## src/rtl/row_pair_packer.sv

```systemverilog
// Packs a raster stream of unsigned pixels into {odd, even} signed coefficient pairs
// for a row DWT, with symmetric extension on odd-length rows and sticky error flags.
module row_pair_packer #(
  parameter int DataWidth       = 16,
  parameter int PixelWidth      = 8,
  parameter int InShift         = 6,
  parameter int LevelShift      = 1,
  parameter int MaximumSideSize = 512
) (
  input  logic                   clk_i,
  input  logic                   rst_ni,
  output logic                   s_ready_o,
  input  logic                   s_valid_i,
  input  logic                   s_sof_i,
  input  logic                   s_eol_i,
  input  logic [PixelWidth-1:0]  s_data_i,
  input  logic                   m_ready_i,
  output logic                   m_valid_o,
  output logic                   m_sof_o,
  output logic                   m_eol_o,
  output logic [2*DataWidth-1:0] m_data_o,
  output logic [1:0]             err_o
);

  if (PixelWidth + InShift + 1 > DataWidth) begin : gen_width_check
    $error("row_pair_packer: DataWidth too small for PixelWidth + InShift + sign");
  end

  localparam int CntW = $clog2(MaximumSideSize + 1);
  localparam logic [CntW-1:0] CntMax = CntW'(MaximumSideSize);
  localparam logic [DataWidth-1:0] LevelOffset =
    (LevelShift != 0) ? (DataWidth'(1) << (PixelWidth - 1)) : '0;

  typedef enum logic {StEven, StOdd} state_e;

  state_e                 state_q;
  logic [CntW-1:0]        rowCnt_q, rowCnt_d;
  logic [DataWidth-1:0]   heldEven_q, lastOdd_q;
  logic                   heldSof_q;
  logic                   mValid_q, mSof_q, mEol_q;
  logic [2*DataWidth-1:0] mData_q;
  logic [1:0]             err_q;

  logic [DataWidth-1:0]   pixExt, sampleVal;
  logic                   accept;

  // Two's complement subtraction then shift gives the level-shifted fixed-point sample.
  assign pixExt    = DataWidth'(s_data_i);
  assign sampleVal = (pixExt - LevelOffset) << InShift;

  assign s_ready_o = ~mValid_q | m_ready_i;
  assign accept    = s_valid_i & s_ready_o;

  assign m_valid_o = mValid_q;
  assign m_sof_o   = mSof_q;
  assign m_eol_o   = mEol_q;
  assign m_data_o  = mData_q;
  assign err_o     = err_q;

  // Counter saturates so an oversized row keeps flagging without wrapping to index 0.
  always_comb begin
    rowCnt_d = rowCnt_q;
    if (accept) begin
      if (s_eol_i) begin
        rowCnt_d = '0;
      end else if (rowCnt_q != CntMax) begin
        rowCnt_d = rowCnt_q + 1'b1;
      end
    end
  end

  always_ff @(posedge clk_i or negedge rst_ni) begin
    if (!rst_ni) begin
      state_q    <= StEven;
      rowCnt_q   <= '0;
      heldEven_q <= '0;
      heldSof_q  <= 1'b0;
      lastOdd_q  <= '0;
      mValid_q   <= 1'b0;
      mSof_q     <= 1'b0;
      mEol_q     <= 1'b0;
      mData_q    <= '0;
      err_q      <= 2'b00;
    end else begin
      rowCnt_q <= rowCnt_d;
      if (mValid_q && m_ready_i) begin
        mValid_q <= 1'b0;
      end
      if (accept) begin
        if (rowCnt_q == CntMax) begin
          err_q[1] <= 1'b1;
        end
        case (state_q)
          StEven: begin
            if (!s_eol_i) begin
              heldEven_q <= sampleVal;
              heldSof_q  <= s_sof_i;
              state_q    <= StOdd;
            end else if (rowCnt_q == '0) begin
              mValid_q <= 1'b1;
              mData_q  <= {sampleVal, sampleVal};
              mSof_q   <= s_sof_i;
              mEol_q   <= 1'b1;
            end else begin
              // Whole-sample symmetric extension: missing x[N] mirrors x[N-2].
              mValid_q <= 1'b1;
              mData_q  <= {lastOdd_q, sampleVal};
              mSof_q   <= 1'b0;
              mEol_q   <= 1'b1;
            end
          end
          StOdd: begin
            mValid_q  <= 1'b1;
            mData_q   <= {sampleVal, heldEven_q};
            mSof_q    <= heldSof_q;
            mEol_q    <= s_eol_i;
            lastOdd_q <= sampleVal;
            state_q   <= StEven;
            if (s_sof_i) begin
              err_q[0] <= 1'b1;
            end
          end
          default: state_q <= StEven;
        endcase
      end
    end
  end

endmodule
```

## config.mk

```make
export PLATFORM = sky130hd
export DESIGN_NAME = row_pair_packer
export DESIGN_NICKNAME = d
export VERILOG_FILES = /design/src/rtl/row_pair_packer.sv
export SDC_FILE = /design/constraint.sdc
export NUM_CORES = 1
export LEC_CHECK = 0
export CAP_MARGIN = 20
export CORE_MARGIN = 2
export CORE_UTILIZATION = 46
export DETAILED_ROUTE_END_ITERATION = 6
export PLACE_DENSITY = 0.81
export SLEW_MARGIN = 30
export SYNTH_ARGS = -nofsm -noshare
export SYNTH_HDL_FRONTEND = slang
export SYNTH_SLANG_ARGS = --single-unit
```

## constraint.sdc

```tcl
create_clock -name clk_i -period 3.3 [get_ports clk_i]
set_clock_uncertainty 0.15 [all_clocks]
set_input_delay 0.825 -clock clk_i [delete_from_list [all_inputs] [get_ports clk_i]]
set_output_delay 0.825 -clock clk_i [all_outputs]
set_load 0.05 [all_outputs]
```

Word level (Yosys, flattened, before mapping):

Index checks and enable logic that the tools add are counted.

* shifts and indexed selects: 0
* add/subtract/negate cells: 2
* bitwise operators: 5
* magnitude comparators: 0
* divide/modulo/power cells: 0
* mux-type cells: 16
* multiply operators: 0
* equality and inequality tests: 3
* reductions and logical operators: 9

Operators by type and width (count)
* $mux 32: 2
* $pmux 32 s2: 1
* $mux 10: 2
* $add 10x1->10 const B: 1
* $eq 10x10->1 const B: 1
* $logic_not 10->1: 1
* $ne 10x10->1 const B: 1
* $sub 8x8->9 const B: 1
* $pmux 1 s2: 4
* $reduce_and 2->1: 4
* $mux 1: 7
* $reduce_and 3->1: 2
* $not 1->1: 3
* $ne 2x2->1 const B: 1
* $reduce_bool 2->1: 1
* $and 1x1->1: 1
* $logic_and 1x1->1: 1
* $or 1x1->1: 1

* output and inout port bits: 38
* register bits: 69
* bits in latches: 0
* memories: 0
* input bits: 14
* bits in writable memories: 0
* memory bits (read-only): 0

Longest topological paths before layout:

Gate-level depths: netlist of run 1.

* word-level depth: 5
* mapped depth: 7
* depth with buffers taken out: 6

Least setup slack after synthesis of run 1:

Ideal clock, no wire load.

* kind: input to register
* from: in m_ready_i
* to: reg mData_q[30] (netlist: m_data_o[30])
* required time: 3.070 ns
* cell stages on the path: 5
* arrival time: 2.382 ns
* path slack: 0.689 ns
* setup time: 0.080 ns
* cells stage by stage: nand2b_1 > clkbuf_1 > nand2_1 > nor2_1 > a2bb2oi_1

* cells in the longest elaborated chain, start to end: 3

Ends and longest elaborated chain
* start: declaration: RTL line 17 `input logic m_ready_i,`
* $or 1x1->1: RTL line 51 `assign s_ready_o = ~mValid_q | m_ready_i;`
* via s_ready_o: RTL line 12 `output logic s_ready_o,`
* $and 1x1->1: RTL line 52 `assign accept = s_valid_i & s_ready_o;`
* $reduce_and 2->1 (no line)
* end signal: assignment: RTL line 101 `mData_q <= {sampleVal, sampleVal};`
* end signal: assignment: RTL line 107 `mData_q <= {lastOdd_q, sampleVal};`
* end signal: assignment: RTL line 114 `mData_q <= {sampleVal, heldEven_q};`
* end: declaration: RTL line 41 `logic [2*DataWidth-1:0] mData_q;`

The timed path passes the listed nets, and every way through them passes these cells.
A chain may end at the register's enable or synchronous reset.

Worst setup path after layout of run 1:

* from: in m_ready_i
* to: out s_ready_o

* cells in the longest elaborated chain, start to end: 1

Ends and longest elaborated chain (RTL line)
* $or 1x1->1: 51
* end: declaration: 12

Every way passes these cells.

==> results of run 1 <==
[kinds of logic (layout without fill, tap and decap cells)]
kind of cell / count (synthesis) / after routing / synth area share (%)
AND/OR/NAND/NOR: 51 / 51 / 11.2
AO/OA/AOI/OAI: 50 / 50 / 14.6
flip-flops: 49 / 49 / 52.9
buffers and inverters: 32 / 58 / 8.16
multiplexers: 23 / 23 / 10.8
XOR/XNOR: 3 / 3 / 1.13
adder cells (fa/ha/maj): 2 / 2 / 1.08
other: 1 / 12 / 0.162
[final timing paths]
check	from	to	slack [ps]	depth (start not counted)
worst max-delay path	m_ready_i	s_ready_o	430	3
worst min-delay path	rst_ni	err_o[1]$_DFFE_PN0P_	220	1
worst max register to register	rowCnt_q[0]$_DFFE_PN0P_	m_data_o[28]$_DFFE_PN0P_	950	6
worst min register to register	err_o[0]$_DFFE_PN0P_	err_o[0]$_DFFE_PN0P_	330	1
max in group asynchronous	rst_ni	rowCnt_q[9]$_DFFE_PN0P_	2010	2
min in group clk_i	err_o[0]$_DFFE_PN0P_	err_o[0]$_DFFE_PN0P_	330	1
[synth_stat cells (all sizes together)]
master    n
o21ai    14
conb      1
o31a      1
nor3      1
inv       6
mux2     15
nand2    19
or4b      1
a21o      2
nor2      9
xor2      3
a32o      1
a31o      1
a2bb2oi   9
or3       2
and4      1
and2      2
ha        2
o21bai    1
a31oi     2
mux2i     8
a21oi    11
buf      18
or4       1
clkbuf    8
and3      3
nand4     3
o31ai     4
a41oi     1
a311oi    1
nand3     5
nand3b    2
nand2b    2
a22o      1
a41o      1
dfrtp    49
[sequential cells by signal (all words and copies together) (netlist names), 2 cells and up]
name	count
err_o	2
heldEven_q	8
lastOdd_q	8
m_data_o	16
rowCnt_q	10
[routing by layer]
layer | GRT usage (%) | up-vias | share of wire [%]
li1 | - | 796 | -
met1 | 27.3 | 848 | 47
met2 | 26.3 | 59 | 46
met3 | 4.28 | 4 | 5.5
met4 | 6.55 | 0 | 1.3
met5 | 0 | - | 0
[report_power, final]
group / switching [mW] / internal (mW)
Sequential: 0.100 / 0.767
Combinational: 0.608 / 0.354
Clock: 0.212 / 0.153
[layout by cell type (no fill, tap or decap), types with 6 or more instances in the layout]
cell / count
dfrtp_1: 49
o21ai_0: 13
conb_1: 12
mux2_2: 15
nor2_1: 9
a21oi_1: 11
inv_1: 6
mux2i_1: 8
nand2_1: 19
a2bb2oi_1: 9
clkdlybuf4s50_1: 37
[through the flow]
step | worst slack (ps) | total power [mW] | instances | hold slack, ps | instance area [sq um]
global placement | 437 | 1.82 | 307 | 303 | 2710
global route | 396 | 2.31 | 315 | 233 | 2800
CTS | 428 | 2.21 | 315 | 231 | 2800
floorplan | 689 | 1.56 | 222 | 300 | 2360
finish | 429 | 2.19 | 315 | 224 | 2800
detailed placement | 385 | 1.84 | 307 | 311 | 2710
[area by class of cell]
cell class,instances,area [sq um],area share [%]
Multi-Input combinational cell,141,942,33.6
Tap cell,67,83.8,2.99
Clock buffer,5,68.8,2.46
Inverter,6,22.5,0.804
Sequential cell,49,1230,43.8
Timing Repair Buffer,44,433,15.5
Clock inverter,3,25.0,0.893
[critical path: cells and delay by family]
family,cells,cell delay [ps]
buf+inv,2,650
simple gates,1,410
==> flow_metrics.py, run 1 <==
metrics = {
    "drt": {
        "viasPerCell": 5.42,
        "wl_per_cell_um": 14.9,
        "drc": 0,
        "num_vias": 1707,
        "routed_wl_mm": 4.69,
        "ant_nets": 0,
        "drtIter0Drc": 96,
        "drt_first_pass_iters": 4,
    },
    "worst_setup_path": {
        "critPathMaxStageDelay_ps": 450,
        "crit_slowest_cell": "clkdlybuf4s50_1",
        "critPathMaxFanout": 11,
        "startpoint_type": "primary input",
        "cp.arrival_ps": 1900,
        "crit_chain": "clkdlybuf4s50_1 > nand2b_1 > buf_12",
        "criticalPathCategory": "in2out",
        "endpoint_kind": "output pin",
        "worst_ep_required_time_ps": 2320,
    },
    "grt": {
        "grt_max_degree": 40,
        "grt-ovfl-total": 0,
        "grt_pass1_wl_mm": 7.69,
        "track_usage_pct": 18.3,
        "first_global_vias": 1563,
        "antenna_found_initial": 0,
    },
    "finish": {
        "antenna_cells": 0,
        "final_util_pct": 58.5,
        "nets": 263,
        "drive_above_1_share_pct": 13.7,
        "fillers": 418,
        "synthToLayoutAreaGrowth_pct": 21.0,
    },
    "yosys": {
        "synth-seq-area-share_pct": 52.9,
        "yosysTopAreaCell": "dfrtp_1",
        "synthCells": 211,
        "yosys-top-cells-area": "dfrtp_1 (53%), mux2_2 (7.3%), buf_4 (5.2%), mux2i_1 (3.5%), a2bb2oi_1 (3.4%)",
        "synth_seq_cells": 49,
        "yosys_warnings": 0,
        "syn_area_sq_um": 2320,
        "synth_top_area_share_pct": 52.9,
        "postSynthAreaPerCell_sq_um": 11.0,
        "ys_types": 40,
    },
    "die": {
        "dieArea_sq_um": 5620,
        "rows": 25,
        "start_util_pct": 48.4,
        "die_x_um": 75.0,
        "io_pins": 52,
        "die_y_um": 75.0,
        "core_area_sq_um": 4790,
    },
    "timing": {
        "rsz0062_at_grt": "false",
        "fmax_ghz": 0.348,
        "final-setup-viol-count": 0,
        "worst_pin_slew_ps": 734,
        "period_minus_slack_ps": 2870,
        "finalHoldViolCount": 0,
        "slew_headroom_pct": 50.8,
        "finalSetupTns_ps": 0,
        "fin_crit_sh_pct": 87.0,
        "slew_viol_final": 0,
    },
    "cts": {
        "path_clk_slew_ps": 90,
        "cts_made_buffers": 5,
        "cts_tree": "built",
        "postCtsSetupBuffers": 0,
        "ctsHoldBuffers": 0,
        "root_buffer": "clkbuf_8",
        "cts_resized": 0,
        "htree_levels": 2,
        "clockBufferDepth": 2,
        "cts.sinks": 49,
        "clock_latency_ps": 300,
    },
    "pwr": {
        "vdd_drop_max_mv": 0.435,
        "leakage_nw": 1.24,
        "power_density_nw_per_um2": 783,
    },
    "place": {
        "numPortBuffers": 39,
        "dp_hpwl_mm": 3.19,
        "gp_congestion": 0.814,
    },
    "job": {
        "drv_cap": 0,
    },
    "min_path": {
        "hp-class": "in2async",
    },
    "run_status": {
        "status": "complete, no violations",
    },
}
Power figures use the tool's default switching activity.
==> run 2, diff against run 1 <==
--- a/config.mk
+++ b/config.mk
@@ -7,9 +7,10 @@
 export LEC_CHECK = 0
 export CAP_MARGIN = 20
 export CORE_MARGIN = 2
-export CORE_UTILIZATION = 46
+export CORE_UTILIZATION = 54
 export DETAILED_ROUTE_END_ITERATION = 6
-export PLACE_DENSITY = 0.81
+export GPL_ROUTABILITY_DRIVEN = 0
+export PLACE_DENSITY = 0.92
 export SLEW_MARGIN = 30
 export SYNTH_ARGS = -nofsm -noshare
 export SYNTH_HDL_FRONTEND = slang
==> flow_metrics.py, run 2 (synthesized netlist as in run 1, its figures left out) <==
metrics = {
    "run_status": {
        "status": "complete, no violations",
    },
    "finish": {
        "fillers": 296,
        "drive_above_1_share_pct": 13.0,
        "antenna_cells": 0,
        "largest_reg_flops": 16,
        "synthToLayoutAreaGrowth_pct": 19.4,
        "seq_area_sq_um": 1230,
        "final_common_cell": "dfrtp_1",
        "nets": 262,
        "final_cell_mix": "dfrtp_1 (49), clkdlybuf4s50_1 (37), nand2_1 (19)",
        "multi_input_area_sq_um": 942,
    },
    "drt": {
        "drtIter0Drc": 126,
        "drt_first_pass_iters": 4,
        "viasPerCell": 5.79,
        "ant_nets": 0,
        "drc": 0,
        "wl_per_cell_um": 15.7,
        "routed_wl_mm": 4.66,
        "num_vias": 1720,
    },
    "cts": {
        "cts_resized": 0,
        "cts_tree": "built",
        "cts.sinks": 49,
        "ctsHoldBuffers": 0,
        "clock_latency_ps": 310,
        "cts_made_buffers": 5,
        "postCtsSetupBuffers": 0,
        "path_clk_slew_ps": 90,
        "htree_levels": 2,
        "root_buffer": "clkbuf_8",
        "clockBufferDepth": 2,
    },
    "grt": {
        "grt-ovfl-total": 0,
        "track_usage_pct": 20.8,
        "grt_pass1_wl_mm": 7.82,
        "first_global_vias": 1607,
        "grt_max_degree": 33,
        "antenna_found_initial": 0,
    },
    "job": {
        "drv_cap": 0,
    },
    "timing": {
        "fmax_ghz": 0.348,
        "holdWs_ps": 277,
        "rsz0062_at_grt": "false",
        "worst_pin_slew_ps": 706,
        "finalHoldViolCount": 0,
        "final-setup-viol-count": 0,
        "slew_viol_final": 0,
        "fin_crit_sh_pct": 87.1,
        "slew_headroom_pct": 52.7,
        "period_minus_slack_ps": 2870,
        "finalSetupTns_ps": 0,
    },
    "die": {
        "core_area_sq_um": 4060,
        "io_pins": 52,
        "die_x_um": 69.5,
        "die_y_um": 69.5,
        "start_util_pct": 57.1,
        "rows": 23,
        "dieArea_sq_um": 4830,
    },
    "pwr": {
        "leakage_nw": 1.23,
        "power_density_nw_per_um2": 788,
        "vdd_drop_max_mv": 0.456,
    },
    "worst_setup_path": {
        "cp.arrival_ps": 1900,
        "endpoint_kind": "output pin",
        "startpoint_type": "primary input",
        "criticalPathCategory": "in2out",
        "worst_ep_required_time_ps": 2320,
        "critPathMaxFanout": 11,
    },
    "min_path": {
        "hp-class": "in2async",
    },
    "place": {
        "numPortBuffers": 39,
        "dp_hpwl_mm": 3.18,
    },
}
[run 2: layout make-up]
cell class | instances | area share (%)
Multi-Input combinational cell | 141 | 34.1
Timing Repair Buffer | 43 | 15.4
Clock inverter | 2 | 0.543
Tap cell | 50 | 2.26
Inverter | 6 | 0.814
Sequential cell | 49 | 44.3
Clock buffer | 6 | 2.62
[run 2: path summary, 6_finish.rpt]
kind	startpoint	to	slack (ps)	depth (start not counted)
setup / recovery	m_ready_i	s_ready_o	430	3
hold / removal	rst_ni	m_data_o[15]$_DFFE_PN0P_	280	1
setup reg to reg	rowCnt_q[0]$_DFFE_PN0P_	m_data_o[27]$_DFFE_PN0P_	960	6
hold reg to reg	err_o[0]$_DFFE_PN0P_	err_o[0]$_DFFE_PN0P_	330	1
max in group asynchronous	rst_ni	err_o[1]$_DFFE_PN0P_	1980	2
min in group clk_i	err_o[0]$_DFFE_PN0P_	err_o[0]$_DFFE_PN0P_	330	1
[run 2: metal layers]
metal | global-route usage [%] | vias up | wire [um]
met5 | 0 | - | 0
li1 | - | 794 | -
met4 | 11.3 | 0 | 108
met1 | 27.0 | 842 | 2050
met3 | 4.36 | 9 | 318
met2 | 32.8 | 75 | 2180
[run 2: through the flow]
stage                     instance area [sq um]  setup WS (ps)  power, mW  util [%]  instances
after floorplan                            2360            689       1.56         -        222
after global placement                     2680            450       1.81      66.0        289
after detailed placement                   2680            393       1.84      66.0        289
after CTS                                  2770            439       2.19      68.2        297
after global routing                       2770            377       2.29      68.2        297
final                                      2770            427       2.18      68.2        297
[run 2: critical path, stage by stage]
cell and delay, ps:
clkdlybuf4s50_1 440, nand2b_1 420, buf_12 200
[run 2: where the power goes]
| part | switching, mW | internal (mW) |
|---|---|---|
| logic | 0.597 | 0.352 |
| registers | 0.115 | 0.768 |
| clock network | 0.198 | 0.149 |
